===== src/rtl/uart_pkg.sv =====
// Shared types and constants for the uart_txrx block: FSM state encodings,
// frame width and the default bit period.
package uart_pkg;
  localparam int DATA_BITS         = 8;
  localparam int CLKS_PER_BIT_DFLT = 434;  // 115200 baud from 50 MHz

  typedef enum logic [2:0] {
    TX_IDLE  = 3'd0,
    TX_START = 3'd1,
    TX_DATA  = 3'd2,
    TX_STOP  = 3'd3,
    TX_DONE  = 3'd4
  } tx_state_e;

  typedef enum logic [2:0] {
    RX_IDLE  = 3'd0,
    RX_START = 3'd1,
    RX_DATA  = 3'd2,
    RX_STOP  = 3'd3,
    RX_DONE  = 3'd4
  } rx_state_e;
endpackage


===== src/rtl/uart_baud_counter.sv =====
// Loadable down-counter; o_tc is high while the count sits at zero.
// A load of value L gives o_tc on the (L+1)-th cycle after the load edge.
module uart_baud_counter
  import uart_pkg::*;
#(
  parameter  int CLKS_PER_BIT = CLKS_PER_BIT_DFLT,
  localparam int CW           = $clog2(CLKS_PER_BIT)
) (
  input  logic          i_clk,
  input  logic          i_rst,
  input  logic          i_load,
  input  logic [CW-1:0] i_load_val,
  output logic          o_tc
);
  logic [CW-1:0] r_cnt;

  always_ff @(posedge i_clk) begin
    if (i_rst)              r_cnt <= '0;
    else if (i_load)        r_cnt <= i_load_val;
    else if (r_cnt != '0)   r_cnt <= r_cnt - 1'b1;
  end

  assign o_tc = (r_cnt == '0);
endmodule


===== src/rtl/uart_txrx.sv =====
// Full-duplex 8N1 UART. Independent TX and RX engines, each with its own
// bit-period counter; RX samples mid-bit off a 2-flop synchronised line.
module uart_txrx
  import uart_pkg::*;
#(
  parameter int CLKS_PER_BIT = CLKS_PER_BIT_DFLT
) (
  input  logic                 i_clk,
  input  logic                 i_rst,
  input  logic                 i_tx_byte_rdy,
  input  logic [DATA_BITS-1:0] i_tx_byte,
  output logic                 o_tx,
  output logic                 o_tx_busy,
  output logic                 o_tx_done,
  input  logic                 i_rx,
  output logic                 o_rx_byte_rdy,
  output logic [DATA_BITS-1:0] o_rx_byte
);
  localparam int CW = $clog2(CLKS_PER_BIT);
  localparam int IW = $clog2(DATA_BITS);
  localparam logic [CW-1:0] BIT_LOAD  = CW'(CLKS_PER_BIT - 1);
  // Entering START one edge after the line is seen low, so this lands on mid start bit.
  localparam logic [CW-1:0] HALF_LOAD = CW'((CLKS_PER_BIT - 1) / 2 - 1);
  localparam logic [IW-1:0] LAST_IDX  = IW'(DATA_BITS - 1);

  // ---------------- TX ----------------
  tx_state_e            r_tx_state;
  logic [DATA_BITS-1:0] r_tx_data;
  logic [IW-1:0]        r_tx_idx;
  logic                 r_tx;
  logic                 w_tx_load;
  logic                 w_tx_tc;

  always_comb begin
    w_tx_load = 1'b0;
    case (r_tx_state)
      TX_IDLE:          w_tx_load = i_tx_byte_rdy;
      TX_START, TX_DATA: w_tx_load = w_tx_tc;
      default:          w_tx_load = 1'b0;
    endcase
  end

  uart_baud_counter #(.CLKS_PER_BIT(CLKS_PER_BIT)) u_tx_baud (
    .i_clk      (i_clk),
    .i_rst      (i_rst),
    .i_load     (w_tx_load),
    .i_load_val (BIT_LOAD),
    .o_tc       (w_tx_tc)
  );

  // r_tx_data shifts right so the next bit to send is always at [0].
  always_ff @(posedge i_clk) begin
    if (i_rst) begin
      r_tx_state <= TX_IDLE;
      r_tx_data  <= '0;
      r_tx_idx   <= '0;
      r_tx       <= 1'b1;
    end else begin
      case (r_tx_state)
        TX_IDLE: if (i_tx_byte_rdy) begin
          r_tx_data  <= i_tx_byte;
          r_tx_idx   <= '0;
          r_tx       <= 1'b0;
          r_tx_state <= TX_START;
        end
        TX_START: if (w_tx_tc) begin
          r_tx       <= r_tx_data[0];
          r_tx_data  <= r_tx_data >> 1;
          r_tx_state <= TX_DATA;
        end
        TX_DATA: if (w_tx_tc) begin
          if (r_tx_idx == LAST_IDX) begin
            r_tx       <= 1'b1;
            r_tx_state <= TX_STOP;
          end else begin
            r_tx      <= r_tx_data[0];
            r_tx_data <= r_tx_data >> 1;
            r_tx_idx  <= r_tx_idx + 1'b1;
          end
        end
        TX_STOP: if (w_tx_tc) r_tx_state <= TX_DONE;
        TX_DONE: r_tx_state <= TX_IDLE;
        default: r_tx_state <= TX_IDLE;
      endcase
    end
  end

  assign o_tx      = r_tx;
  assign o_tx_busy = (r_tx_state == TX_START) || (r_tx_state == TX_DATA) ||
                     (r_tx_state == TX_STOP);
  assign o_tx_done = (r_tx_state == TX_DONE);

  // ---------------- RX ----------------
  rx_state_e            r_rx_state;
  logic [1:0]           r_rx_sync;
  logic [DATA_BITS-1:0] r_rx_shift;
  logic [DATA_BITS-1:0] r_rx_byte;
  logic [IW-1:0]        r_rx_idx;
  logic                 w_rx;
  logic                 w_rx_load;
  logic                 w_rx_tc;
  logic [CW-1:0]        w_rx_load_val;

  always_ff @(posedge i_clk) begin
    if (i_rst) r_rx_sync <= 2'b11;
    else       r_rx_sync <= {r_rx_sync[0], i_rx};
  end
  assign w_rx = r_rx_sync[1];

  always_comb begin
    w_rx_load = 1'b0;
    case (r_rx_state)
      RX_IDLE:  w_rx_load = ~w_rx;
      RX_START: w_rx_load = w_rx_tc & ~w_rx;
      RX_DATA:  w_rx_load = w_rx_tc;
      default:  w_rx_load = 1'b0;
    endcase
  end
  assign w_rx_load_val = (r_rx_state == RX_IDLE) ? HALF_LOAD : BIT_LOAD;

  uart_baud_counter #(.CLKS_PER_BIT(CLKS_PER_BIT)) u_rx_baud (
    .i_clk      (i_clk),
    .i_rst      (i_rst),
    .i_load     (w_rx_load),
    .i_load_val (w_rx_load_val),
    .o_tc       (w_rx_tc)
  );

  always_ff @(posedge i_clk) begin
    if (i_rst) begin
      r_rx_state <= RX_IDLE;
      r_rx_shift <= '0;
      r_rx_byte  <= '0;
      r_rx_idx   <= '0;
    end else begin
      case (r_rx_state)
        RX_IDLE: if (!w_rx) r_rx_state <= RX_START;
        RX_START: if (w_rx_tc) begin
          r_rx_idx   <= '0;
          r_rx_state <= w_rx ? RX_IDLE : RX_DATA;
        end
        RX_DATA: if (w_rx_tc) begin
          r_rx_shift <= {w_rx, r_rx_shift[DATA_BITS-1:1]};
          if (r_rx_idx == LAST_IDX) r_rx_state <= RX_STOP;
          else                      r_rx_idx   <= r_rx_idx + 1'b1;
        end
        // A low stop bit drops the byte; the output register keeps its old value.
        RX_STOP: if (w_rx_tc) begin
          if (w_rx) begin
            r_rx_byte  <= r_rx_shift;
            r_rx_state <= RX_DONE;
          end else begin
            r_rx_state <= RX_IDLE;
          end
        end
        RX_DONE: r_rx_state <= RX_IDLE;
        default: r_rx_state <= RX_IDLE;
      endcase
    end
  end

  assign o_rx_byte     = r_rx_byte;
  assign o_rx_byte_rdy = (r_rx_state == RX_DONE);
endmodule


===== config.mk =====
export PLATFORM = sky130hd
export DESIGN_NAME = uart_txrx
export DESIGN_NICKNAME = d
export VERILOG_FILES = /design/src/rtl/uart_pkg.sv /design/src/rtl/uart_baud_counter.sv /design/src/rtl/uart_txrx.sv
export SDC_FILE = /design/constraint.sdc
export NUM_CORES = 1
export LEC_CHECK = 0
export ABC_AREA = 1
export ABC_CLOCK_PERIOD_IN_PS = 4500
export BUFFER_PORTS_ARGS = -buffer_cell sky130_fd_sc_hd__buf_4
export CORE_UTILIZATION = 35
export CTS_CLUSTER_SIZE = 30
export DETAILED_ROUTE_END_ITERATION = 8
export PLACE_DENSITY_LB_ADDON = 0.1
export SETUP_SLACK_MARGIN = 0.02
export SLEW_MARGIN = 30
export SYNTH_ARGS = -nofsm -noshare
export SYNTH_HDL_FRONTEND = slang
export SYNTH_SLANG_ARGS = --single-unit

===== constraint.sdc =====
create_clock -name i_clk -period 4.5 [get_ports i_clk]
set_input_delay 0.225 -clock i_clk [delete_from_list [all_inputs] [get_ports i_clk]]
set_output_delay 0.225 -clock i_clk [all_outputs]
set_load 0.005 [all_outputs]

==> results of run 1 <==
-- power by group through the flow --
stage	Sequential, mW	Clock, mW	Combinational, mW
6_report	0.744	0.547	1.01
5_1_grt	0.763	0.594	1.19
4_1_cts	0.744	0.567	1.02
3_5_place_dp	0.754	0	1.02
3_3_place_gp	0.753	0	1.02
2_1_floorplan	0.728	0	0.878
-- path summary, 6_finish.rpt --
check / end / slack, ns / cells after the start
worst max-delay path: u_tx_baud.r_cnt[6] / 2.56 / 9
worst max register to register: u_tx_baud.r_cnt[6] / 2.56 / 9
worst min-delay path: r_rx_sync[0] / 0.07 / 2
worst min register to register: r_rx_sync[1] / 0.41 / 1
-- critical path: cells and delay by family (launching register included) --
kind | cells | cell delay [ns]
AO/OA/AOI/OAI | 1 | 0.44
AND/OR/NAND/NOR | 5 | 0.59
flip-flops | 1 | 0.31
buffers and inverters | 2 | 0.32
adder cells (fa/ha/maj) | 1 | 0.18
-- state kept, by name, indices dropped and copies added, names as in the netlist --
register,flops
r_tx_state,3
o_rx_byte,8
u_rx_baud.r_cnt,9
r_rx_idx,3
r_rx_state,3
r_tx_data,8
r_tx_idx,3
r_rx_shift,8
u_tx_baud.r_cnt,9
o_tx,1
r_rx_sync,2
-- cells in the final DEF, fill, tap and decap left out, types with 4 or more instances in the layout --
cell type  count
inv_2          6
ha_1           7
nor2_2         4
clkbuf_8      12
nand3_1       34
nand3b_1       9
nand2_2        6
nand2_1       95
nor2_4         4
xor2_1         5
nor2_1        55
buf_4         23
o21ai_0       12
inv_1         38
nor3_1         7
a21oi_1       37
nand4_1        5
dfxtp_1       57
-- routing by layer --
layer	global-route usage, %	vias up	wire, µm
met5	0	-	0
met4	5.769	0	94
met3	4.269	8	202
met2	23.46	36	2449
met1	19.92	1108	3024
li1	-	1349	-
-- cell families (layout without fill, tap and decap cells) --
logic type	Yosys count	in the layout	share of synthesized area [%]
buffers and inverters	57	83	8.731
DFF	57	57	39.62
xor gates and xnor gates	7	7	2.129
AOI/OAI and AO/OA	55	55	10.86
adders and majority gates	7	7	3.041
and+or+nand+nor	225	225	35.62
-- area by class of cell --
type / instances / area (µm²)
clock buffer: 13 / 168.9
clock inverter: 2 / 60.06
fill: 867 / 4519
inverter: 45 / 170.2
multi-input combinational: 294 / 1488
sequential: 57 / 1141
tap: 102 / 127.6
timing repair buffer: 23 / 172.7
==> metrics.md, run 1 <==
| Metric | Value |
|---|---|
| Status | finished, final reports clean |
| Maximum buffer depth of the clock tree | 2 |
| Yosys warnings | 0 |
| Number of antenna violations at the first check in global routing | 0 |
| Remaining global-route overflow | 0 |
| Horizontal extent of the die | 92.72 µm |
| Final Instance Area | 3328 µm² |
| Area fraction of the dominant cell type after synthesis | 39.62% |
| DRC violation count after routing | 0 |
| Power share of the clock group | 23.7% |
| DP Area | 3099 µm² |
| Launching instance or port of the critical path | u_tx_baud.r_cnt[0] |
| Number of enable-type register cells in the synthesized netlist | 0 |
| Crit Path Class | flip-flop to flip-flop |
| Share of flip-flops with an asynchronous set or reset after synthesis | 0% |
| Hold Path Origin | i_rx |
| Synthesized area divided by synthesized cell count | 7.059 µm² |
| Number of distinct library cell variants in the gate-level netlist after synthesis | 31 |
| Final min period | 1.944 ns |
| TritonCTS Buffers | 9 |
| Final standard cell utilization of the core | 42.41% |
| TritonCTS sink count | 57 |
| Source of the worst register-to-register timing path | u_tx_baud.r_cnt[0] |
| Number of antenna diodes | 0 |
| Number of optimization iterations in the first detailed-route pass | 4 |
| Cell chosen for the clock root | clkbuf_8 |
| Number of buffers added on ports | 23 |
| Non-filler cells, final | 536 |
| Post-route clock skew | 0.008102 ns |
| Placeable core area | 7848 µm² |
| Setup fix buffers added after clock tree synthesis | 0 |
| Max-slew headroom at the worst pin | 46.85% |
| Die height | 92.72 µm |
| Latest clock arrival within the worst-skew pair | 0.33 ns |
| Number of nets with antenna violations after detailed routing | 0 |
| Fraction of layout instances using a drive strength above 1 | 15.21% |
| Measured slew at the worst slew-check pin | 0.7964 ns |
| Net count after synthesis | 427 |
| Peak VDD IR | 190.4 µV |
| Final-report setup violation count | 0 |
| Number of I/O pins | 24 |
| Sum of negative setup slack | 0 ns |
| Routed WL per cell | 10.77 µm |
| Pin count of the biggest net entering global routing | 30 |
| Clock-pin slew on the worst setup and hold paths | 0.07 ns |
| CP Cell Sequence | inv_1, ha_1, nand2_1, nor2_4, nand2_4, o21ai_4, inv_2, nand2_1, nor2_1 |
| Fraction of the cycle the final worst path needs | 43.20% |
| Most prevalent standard cell on the critical path | nand2_1 |
| Predominant post-synthesis flop cell | dfxtp_1 |
| Via count of the first global-routing pass | 2342 |
| Synth top area cells | dfxtp_1 (40%), nand2_1 (12%), nor2_1 (7.2%) |
| Number of gates given a new drive strength after cts | 0 |
| Cell leakage power | 1.566 nW |
| Psw | 0.9349 mW |
| Path class of the lowest-slack min-delay path | input pin to flip-flop |
| Yosys reg bits | 57 |
| Wire length of the first global-routing pass | 10.31 mm |
| Hold Vio Cnt, Final | 0 |
| 1st-iter DRT viols | 115 |
| Global router's overall resource usage | 15.15% |
| Routed WL | 5.771 mm |
| Internal Dissipation | 1.371 mW |
| Power density of the placed cells | 692.8 nW/µm² |
| Highest clock frequency the design can meet | 514.4 MHz |
| Stage delay of the slowest cell on the critical path | 0.44 ns |
| Total via count after detailed routing | 2501 |
| Type of element launching the critical path | flip-flop |
| Dominant cell by count in the synthesized netlist | nand2_1 |
| Post-detail-place hpwl | 3.929 mm |
| Dominant cell type by area after synthesis | dfxtp_1 |
| Number of core rows | 32 |
| Crit path required time | 4.72 ns |
| Total Nets Final | 449 |
| Fraction of the yosys area taken by sequential cells | 39.62% |
| Relative contribution of combinational cells to total power | 44.0% |
| Number of placed cells counting well taps | 521 |
| Worst-path cell with the longest stage delay | o21ai_4 |
| Total die area | 8596 µm² |
| Htree depth | 3 |
| Initial cell density of the core | 36.70% |
| CTS tree | yes |
| Share of total power in sequential cells | 32.3% |
| Critical Path Fanout Max | 18 |
| Top cells by count, synth | nand2_1 (95), dfxtp_1 (57), nor2_1 (55) |
| Unrepaired setup endpoints after global routing | no |
| Sw frac | 40.55% |
| Smallest setup slack after layout | 2.556 ns |
| Worst EP arrival | 2.16 ns |
| Number of vias per cell after detailed routing | 4.666 |
| Last weighted congestion value of the routability-driven placer | 0.7283 |
| Kind of capture point of the worst setup path | flip-flop |
| Total power draw | 2.306 mW |
| Count of mapped cells out of synthesis | 408 |
| Number of hold buffers added after cts | 0 |
| Final-layout worst hold slack | 0.07401 ns |
| Signed area change from the synthesized netlist to the final layout | 15.55% |
| Worst slack at placement | 2.557 ns |
| Max capacitance violation total | 0 |
| Netlist Area Pre-Place | 2880 µm² |
| Max-slew violation count | 0 |
No activity file was read; power rests on OpenSTA's default activity.
==> run 2: changes to the inputs <==
ABC_AREA = 0   (was 1)
ABC_CLOCK_PERIOD_IN_PS = 1720   (was 4500)
clock period = 1.72 ns   (was 4.5 ns; I/O delays follow)
==> run 2 against run 1 <==
The run now ends with negative setup slack left. Setup slack lost 2.7 ns. Register-to-register slack lost 2.7 ns. Synthesized cell count shrank 29%. Area after synthesis shrank 7.4%. Final cell count shrank 11%. Critical path type unchanged.
==> metrics.md, run 2 <==
| Metric | Value |
|---|---|
| Number of nets with antenna violations after detailed routing | 0 |
| Final-report setup violation count | 32 |
| Fraction of layout instances using a drive strength above 1 | 45.38% |
| Final standard cell utilization of the core | 54.46% |
| Number of placed cells counting well taps | 449 |
| Final-layout worst hold slack | 0.06615 ns |
| Total Nets Final | 393 |
| Max capacitance violation total | 0 |
| Number of fillers in the final layout | 692 |
| Peak VDD IR | 639.5 µV |
| Number of optimization iterations in the first detailed-route pass | 4 |
| Routed WL | 6.351 mm |
| Clock-pin slew on the worst setup and hold paths | 0.07 ns |
| Worst-path cell with the longest stage delay | or4b_4 |
| Placeable core area | 7292 µm² |
| Power density of the placed cells | 1433 nW/µm² |
| Number of enable-type register cells in the synthesized netlist | 0 |
| Remaining global-route overflow | 0 |
| Max-slew headroom at the worst pin | 68.35% |
| Fraction of the yosys area taken by sequential cells | 42.80% |
| Crit Path Class | flip-flop to flip-flop |
| Post-route clock skew | 0.003569 ns |
| Latest clock arrival within the worst-skew pair | 0.33 ns |
| Non-filler cells, final | 478 |
| Yosys reg bits | 57 |
| Wire length of the first global-routing pass | 10.43 mm |
| Pin count of the biggest net entering global routing | 28 |
| Cell leakage power | 1.495 nW |
| Number of antenna diodes | 0 |
| Critical Path Fanout Max | 6 |
| Signed area change from the synthesized netlist to the final layout | 48.94% |
| DRC violation count after routing | 0 |
| Number of distinct library cell variants in the gate-level netlist after synthesis | 49 |
| Predominant post-synthesis flop cell | dfxtp_1 |
| Number of vias per cell after detailed routing | 4.981 |
| Number of buffers added on ports | 23 |
| Via count of the first global-routing pass | 2237 |
| Number of antenna violations at the first check in global routing | 0 |
| Cells on worst reg2reg path | 6 |
| Cell family contributing the most delay on the critical path | simple AND/OR/NAND/NOR gates |
| Violations in the final reports | negative setup slack |
| Netlist Area Pre-Place | 2666 µm² |
| R2R Setup Slk | -0.13 ns |
| Net count after synthesis | 307 |
| 1st-iter DRT viols | 67 |
| Global router's overall resource usage | 17.28% |
| Share of flip-flops with an asynchronous set or reset after synthesis | 0% |
| Most used cells in the layout excluding fill and tap cells | buf_4 (80), dfxtp_1 (49), nor2_1 (36) |
| Number of I/O pins | 24 |
| Dominant cell by count in the synthesized netlist | dfxtp_1 |
| CP Cell Sequence | inv_2, ha_4, or4b_4, buf_4, or4_4, a31oi_2 |
| Hold EP | r_tx_data[7] |
| Die height | 89.28 µm |
| Final min period | 1.850 ns |
| Highest clock frequency the design can meet | 540.6 MHz |
| Buffering stage count on the worst path with inverters included | 2 |
| Fraction of the cycle the final worst path needs | 107.5% |
| Post-detail-place hpwl | 4.316 mm |
| Hold Path Origin | i_tx_byte[7] |
| Yosys warnings | 0 |
| Dominant cell type by area after synthesis | dfxtp_1 |
| Type of element launching the critical path | flip-flop |
| Count of mapped cells out of synthesis | 288 |
| Synthesized area divided by synthesized cell count | 9.258 µm² |
| Synth top area cells | dfxtp_1 (43%), mux2i_1 (9.4%), nor2_1 (5.3%) |
| Worst slack at placement | -0.1470 ns |
| Most common cell after layout, fill and taps aside | buf_4 |
| Top cells by count, synth | dfxtp_1 (57), nor2_1 (38), mux2i_1 (25) |
| Max-slew violation count | 0 |
| Number of core rows | 31 |
| Total via count after detailed routing | 2381 |
| Area fraction of the dominant cell type after synthesis | 42.80% |
| Worst EP arrival | 2.11 ns |
| Total power draw | 5.693 mW |
| Cell chosen for the clock root | clkbuf_8 |
| TritonCTS sink count | 57 |
| Measured slew at the worst slew-check pin | 0.4743 ns |
| CTS tree | yes |
| Hold Vio Cnt, Final | 0 |
| Stage delay of the slowest cell on the critical path | 0.53 ns |
| Kind of capture point of the worst setup path | flip-flop |
| Htree depth | 3 |
| Routed WL per cell | 13.29 µm |
| Smallest setup slack after layout | -0.1296 ns |
| Reg2reg end | u_rx_baud.r_cnt[6] |
| Source of the worst register-to-register timing path | u_rx_baud.r_cnt[1] |
| Last weighted congestion value of the routability-driven placer | 0.8083 |
| Depth of the worst hold-timing path | 3 |
| Total die area | 7971 µm² |
| Unrepaired setup endpoints after global routing | yes |
| Crit path required time | 1.98 ns |
| Maximum buffer depth of the clock tree | 2 |
| Initial cell density of the core | 36.56% |
| TritonCTS Buffers | 9 |
| Path class of the lowest-slack min-delay path | input pin to flip-flop |
| Status | complete, but fails checks |
| Horizontal extent of the die | 89.28 µm |
| Top flop regs | u_rx_baud.r_cnt x9, u_tx_baud.r_cnt x9 |
[run 2: stage by stage]
step                TNS [ns]  area (µm²)
CTS                   -2.196        3789
detailed placement    -3.094        3518
global route          -4.718        3971
global placement      -2.528        3518
floorplan             -4.761        2855
finish                -2.113        3971
[run 2: layout make-up]
| cell class | instances | area (µm²) | share of cell area [%] |
|---|---|---|---|
| Sequential cell | 57 | 1151 | 28.99 |
| Timing Repair Buffer | 90 | 729.5 | 18.37 |
| Clock inverter | 7 | 46.29 | 1.166 |
| Multi-Input combinational cell | 205 | 1753 | 44.14 |
| Tap cell | 99 | 123.9 | 3.119 |
| Clock buffer | 9 | 123.9 | 3.119 |
| Inverter | 11 | 43.79 | 1.103 |
[run 2: worst max path at each step]
stage	start	endpoint	slack, ns	depth (start not counted)
floorplan	u_rx_baud.r_cnt[1]	o_rx_byte[0]	-0.24	7
global placement	u_rx_baud.r_cnt[5]	r_rx_idx[1]	-0.12	5
detailed placement	u_rx_baud.r_cnt[5]	r_rx_idx[1]	-0.15	5
CTS	u_rx_baud.r_cnt[1]	r_rx_idx[2]	-0.12	6
global route	u_rx_baud.r_cnt[1]	o_rx_byte[3]	-0.20	7
finish	u_rx_baud.r_cnt[1]	u_rx_baud.r_cnt[6]	-0.13	6
[run 2: worst reg2reg max path, cell delays in order, from the launching register on]
cell and delay, ns:
dfxtp_2 0.32, inv_2 0.07, ha_4 0.13, or4b_4 0.53, buf_4 0.17, or4_4 0.41, a31oi_2 0.14
[run 2: metal layers]
layer / share of wire (%) / global-route usage (%) / routed length, µm / vias to the layer above
li1: - / - / - / 1232
met1: 49 / 23.53 / 3140 / 1119
met2: 47 / 26.72 / 2968 / 24
met3: 2.7 / 3.878 / 172 / 6
met4: 1.1 / 6.494 / 69 / 0
met5: 0 / 0 / 0 / -
[run 2: kinds of logic (layout without fill, tap and decap cells)]
kind of cell	after synthesis	after routing	synth area share (%)
fa+ha+maj	7	7	3.285
xor+xnor	9	9	2.956
flops	57	57	42.80
buf+inv	26	117	4.176
mux	26	26	9.808
compound gates	63	63	16.14
simple gates	100	100	20.84
[run 2: power breakdown]
group          internal [mW]  switching, mW
combinational           1.53           1.30
clock                  0.518          0.580
sequential              1.56          0.201
[run 2: timing repair]
item                                    CTS  global route
gates resized for setup                  22            24
setup buffers                             4             9
endpoints found under the hold margin     1             0
hold buffers                              1             0
pin swaps                                20            20
endpoints found under the setup margin   45            48
